### config.mk
export PLATFORM = sky130hd
export DESIGN_NAME = mem_arbiter
export DESIGN_NICKNAME = d
export VERILOG_FILES = /design/src/rtl/mem_arbiter.sv
export SDC_FILE = /design/constraint.sdc
export NUM_CORES = 1
export LEC_CHECK = 0
export CAP_MARGIN = 20
export CORE_ASPECT_RATIO = 0.75
export CORE_MARGIN = 3
export CORE_UTILIZATION = 32
export CTS_CLUSTER_DIAMETER = 80
export DETAILED_ROUTE_END_ITERATION = 7
export PLACE_DENSITY = 0.71
export SETUP_SLACK_MARGIN = 0.2
export SYNTH_ARGS = -nofsm -noshare
export SYNTH_HDL_FRONTEND = slang
export SYNTH_SLANG_ARGS = --single-unit
export TNS_END_PERCENT = 20
### constraint.sdc
create_clock -name clk -period 1.4 [get_ports clk]
set_input_delay 0.21 -clock clk [delete_from_list [all_inputs] [get_ports clk]]
set_output_delay 0.21 -clock clk [all_outputs]
set_load 0.05 [all_outputs]
### src/rtl/mem_arbiter.sv
// Two-port (CPU / DMA) memory arbiter with round-robin tie breaking and a
// fixed, parameterised access latency. One transaction is in flight at a time.
//
//   state  | meaning
//   -------+------------------------------------------------------------
//   IDLE   | no owner; sample requests and pick a winner
//   ACCESS | memory enabled for the owner, count runs down to zero
//   DONE   | one-cycle completion pulse to the owner, then back to IDLE
module mem_arbiter #(
  parameter int LATENCY = 1
) (
  input  logic        clk,
  input  logic        reset,
  input  logic        cpu_req,
  input  logic        cpu_we,
  input  logic [31:0] cpu_addr,
  input  logic [31:0] cpu_wdata,
  output logic        cpu_gnt,
  output logic        cpu_done,
  output logic [31:0] cpu_rdata,
  output logic        cpu_stall,
  input  logic        dma_req,
  input  logic        dma_we,
  input  logic [31:0] dma_addr,
  input  logic [31:0] dma_wdata,
  output logic        dma_gnt,
  output logic        dma_done,
  output logic [31:0] dma_rdata,
  output logic        mem_en,
  output logic        mem_we,
  output logic [31:0] mem_addr,
  output logic [31:0] mem_wdata,
  input  logic [31:0] mem_rdata
);

  typedef enum logic [1:0] {S_IDLE, S_ACCESS, S_DONE} state_t;

  localparam logic [1:0] CNT_LOAD = 2'(LATENCY - 1);

  state_t      r_state;
  state_t      w_state_nxt;
  logic [1:0]  r_count;
  logic        r_owner_dma;
  logic        r_last_dma;
  logic        r_we;
  logic [31:0] r_addr;
  logic [31:0] r_wdata;
  logic [31:0] r_cpu_rdata;
  logic [31:0] r_dma_rdata;
  logic        w_start;
  logic        w_win_dma;
  logic        w_last_beat;

  // Round-robin pick: DMA wins alone, or on a tie when CPU was granted last.
  always_comb begin
    w_win_dma   = dma_req && (!cpu_req || !r_last_dma);
    w_start     = (r_state == S_IDLE) && (cpu_req || dma_req);
    w_last_beat = (r_state == S_ACCESS) && (r_count == 2'd0);
  end

  // Next-state logic; DONE always returns to IDLE so no grant is issued there.
  always_comb begin
    w_state_nxt = r_state;
    case (r_state)
      S_IDLE:   if (cpu_req || dma_req) w_state_nxt = S_ACCESS;
      S_ACCESS: if (r_count == 2'd0) w_state_nxt = S_DONE;
      S_DONE:   w_state_nxt = S_IDLE;
      default:  w_state_nxt = S_IDLE;
    endcase
  end

  // State register; reset aborts any transaction in flight.
  always_ff @(posedge clk) begin
    if (reset) r_state <= S_IDLE;
    else       r_state <= w_state_nxt;
  end

  // Transaction latch, latency counter, arbitration history and read capture.
  always_ff @(posedge clk) begin
    if (reset) begin
      r_count     <= 2'd0;
      r_owner_dma <= 1'b0;
      r_last_dma  <= 1'b1;
      r_we        <= 1'b0;
      r_addr      <= 32'd0;
      r_wdata     <= 32'd0;
      r_cpu_rdata <= 32'd0;
      r_dma_rdata <= 32'd0;
    end else begin
      if (w_start) begin
        r_owner_dma <= w_win_dma;
        r_last_dma  <= w_win_dma;
        r_count     <= CNT_LOAD;
        r_we        <= w_win_dma ? dma_we    : cpu_we;
        r_addr      <= w_win_dma ? dma_addr  : cpu_addr;
        r_wdata     <= w_win_dma ? dma_wdata : cpu_wdata;
      end else if ((r_state == S_ACCESS) && (r_count != 2'd0)) begin
        r_count <= r_count - 2'd1;
      end
      if (w_last_beat && !r_we) begin
        if (r_owner_dma) r_dma_rdata <= mem_rdata;
        else             r_cpu_rdata <= mem_rdata;
      end
    end
  end

  assign cpu_gnt   = (r_state != S_IDLE) && !r_owner_dma;
  assign dma_gnt   = (r_state != S_IDLE) &&  r_owner_dma;
  assign cpu_done  = (r_state == S_DONE) && !r_owner_dma;
  assign dma_done  = (r_state == S_DONE) &&  r_owner_dma;
  assign cpu_rdata = r_cpu_rdata;
  assign dma_rdata = r_dma_rdata;
  assign cpu_stall = cpu_req && !cpu_done;

  // Memory is word addressed on the bus; byte offset bits are dropped.
  assign mem_en    = (r_state == S_ACCESS);
  assign mem_we    = (r_state == S_ACCESS) && r_we;
  assign mem_addr  = r_addr & 32'hFFFF_FFFC;
  assign mem_wdata = r_wdata;

endmodule

==> results.md <==
- Status: finished with violations
- Failing checks: negative setup slack
- Worst Skew: 0.00931 ns
- Asr flop ratio synth: 0
- DR DRC count: 0
- Total track usage: 0.197
- Yosys warning count: 0
- Power density cells: 1120 mW/mm2
- Hold path depth: 3
- Fmax achieved: 0.617 GHz
- Hold Slack: 0.256 ns
- Via count: 4956
- GRT overflow: 0
- Reg-to-Reg Start: r_count[1]$_SDFFE_PP0P_
- Worst setup SP type: flop
- Most common cell after layout, fill and taps aside: clkdlybuf4s50_1
- Number of CTS-inserted buffers: 17
- P&R area growth vs syn: 112%
- Fillers: 1094
- Max clock buf depth: 2
- CTS H-tree depth: 4
- Mapped Cells: a little under 500
- Max-cap violation count: 0
- ANT nets after route: 0
- DP Area: 0.0103 mm2
- Most frequent cells in the layout: clkdlybuf4s50_1 (158), buf_12 (145), mux2i_1 (108)
- Sequential area share after synthesis: 0.483
- I/O Pins: 301
- DRT Pass-1 Iters: 4
- Routability cong.: 0.795
- Height of the die: 120 um
- Routed wire length per instance: about 18 um
- Critical Path Source: r_state[0]$_SDFFE_PP0P_
- Inst Count DP: 990
- Netlist Area Pre-Place: between 0.005 and 0.006 mm2
- Area of the multi-input gates: approximately 0.0031 mm2
- CP endpoint kind: primary output
- R2R Setup Slk: -0.16 ns
- Mean Syn Cell Area: 11.2 um2
- Antenna cells: 0
- Iter 0 DRT Violations: 158
- Finished Layout Cells: 1041
- PortBufs: 294
- Unrepaired setup endpoints after global routing: yes
- Core box area: 0.0165 mm2
- Post-synth EDFFs: 0
- Critical Path Fanout Max: 6
- Seq. cell area: 0.00270 mm2
- Largest net degree at the start of global routing: 79
- End of the worst register-to-register path: dma_rdata[7]$_SDFFE_PP0P_
- Leakage: 4.68 nW
- Critical Path RT: between 1 and 1.5 ns
- Cell area after layout: 0.0117 mm2
- Final hold vios: 0
- Global-route wire length before repair: 29.2 mm
- Critical path class: flop to primary output
- Root Driver: clkbuf_16
- Final Cycle Share: 1.16
- TritonCTS clock tree: built
- Sink Count: 133
- Hold Path Class: input port to flop
- CP Data Arrival Time: 1.41 ns
- Final Core Density: 0.710
- Fin. max-slew vios: 0
- Initial antenna violation count: 0
- Worst Hold End: r_last_dma$_SDFFE_PP1P_
- Main synth FF type: dfxtp_1
- #FFs+latches synth: 133
- Final worst setup slack: -0.221 ns
- Hold Startpoint: dma_req
- Die X: around 160 um
- Tmin final: 1.62 ns
- Worst Reg-to-Reg Cells: 7
- Nets: 987
- Distinct cells, synth: 30
- Layout cells sized above 1: 0.380
- Worst-Skew Late Latency: around 0.42 ns
- # setup viols final: 74
- Worst-path clk slew: 0.05 ns
- Worst vdd ir: 670 uV
- Initial Util: 0.335
- Cell Rows: 40
- Post-DP HPWL: 13.9 mm
- Vias per std cell: roughly 4.8
- Die area: 0.0189 mm2
- Vias in the first global route: 5293
- Final Routed Wirelength: 19.2 mm
==> power by group <==
part	internal, mW	switching, mW	leakage, nW
Sequential	4.10	0.342	1.10
Combinational	2.19	1.94	3.30
Clock	2.95	1.61	0.290
Total	9.24	3.90	4.68
==> area by class of cell <==
cell class | count | area share
well taps | 210 | 0.0225
flip-flops and latches | 133 | 0.231
multi-input cells | 317 | 0.265
inverters | 2 | 0.000642
clock buffers | 20 | 0.0374
repair buffers | 349 | 0.430
clock inverters | 10 | 0.0134
==> cells in the mapped netlist (all sizes together) (2+ instances only) <==
cell type / instances / area [um2]
and2: 2 / 12.5
buf: 23 / 140
clkbuf: 18 / 67.6
dfxtp: 133 / 2660
inv: 2 / 7.51
mux2i: 127 / 1270
nand2: 3 / 11.3
nand2b: 96 / 601
nor2: 4 / 15.0
nor2b: 4 / 25.0
nor3: 2 / 15.0
nor3b: 2 / 15.0
o2bb2ai: 63 / 552
==> routing by layer <==
layer,track usage,routed length [um],share of wire
met5,0,0,0
met4,0.0515,257,0.013
met3,0.0606,1110,0.058
met2,0.353,9980,0.52
met1,0.228,7900,0.41
==> sequential cells by signal, indices dropped and copies added (netlist names) <==
register and cells:
cpu_rdata 32, dma_rdata 32, mem_wdata 32, r_addr 30, r_count 2, r_last_dma 1, r_owner_dma 1, r_state 2
r_we 1
==> stage by stage <==
stage	setup TNS, ns	setup WS [ns]	total power, mW
6_report	-7.36	-0.221	13.1
5_1_grt	-14.85	-0.290	13.6
4_1_cts	-6.95	-0.264	13.1
3_5_place_dp	-29.85	-0.377	8.28
3_3_place_gp	-24.88	-0.323	8.22
2_1_floorplan	-1.88	-0.0459	6.08
==> kinds of logic after synthesis <==
group,share of synthesized area
buffers and inverters,0.0390
DFF,0.483
and+or+nand+nor,0.134
AOI/OAI and AO/OA,0.109
muxes,0.231
xor gates and xnor gates,0.00159
other,0.000680
adders and majority gates,0.00227
==> critical path: stages (launching register included) <==
cell and delay (ns):
dfxtp_4 0.34, buf_6 0.13, nor3b_4 0.30, nor2b_4 0.08, buf_12 0.15
==> repair_timing <==
item	in CTS	in global routing
buffers inserted	9	7
hold buffers	0	0
cloned	3	2
gates resized for setup	82	40
pin swaps	37	11
endpoints found under the setup margin	143	215
==> worst max-delay path by stage <==
stage / to / slack (ns) / cells past startpoint
finish: cpu_stall / -0.22 / 4
global route: cpu_stall / -0.29 / 4
CTS: cpu_stall / -0.26 / 4
detailed placement: r_owner_dma$_SDFFE_PP0P_ / -0.38 / 5
global placement: r_count[1]$_SDFFE_PP0P_ / -0.32 / 5
floorplan: dma_rdata[10]$_SDFFE_PP0P_ / -0.05 / 7
Note: power is estimated with default switching activity, not from simulation.
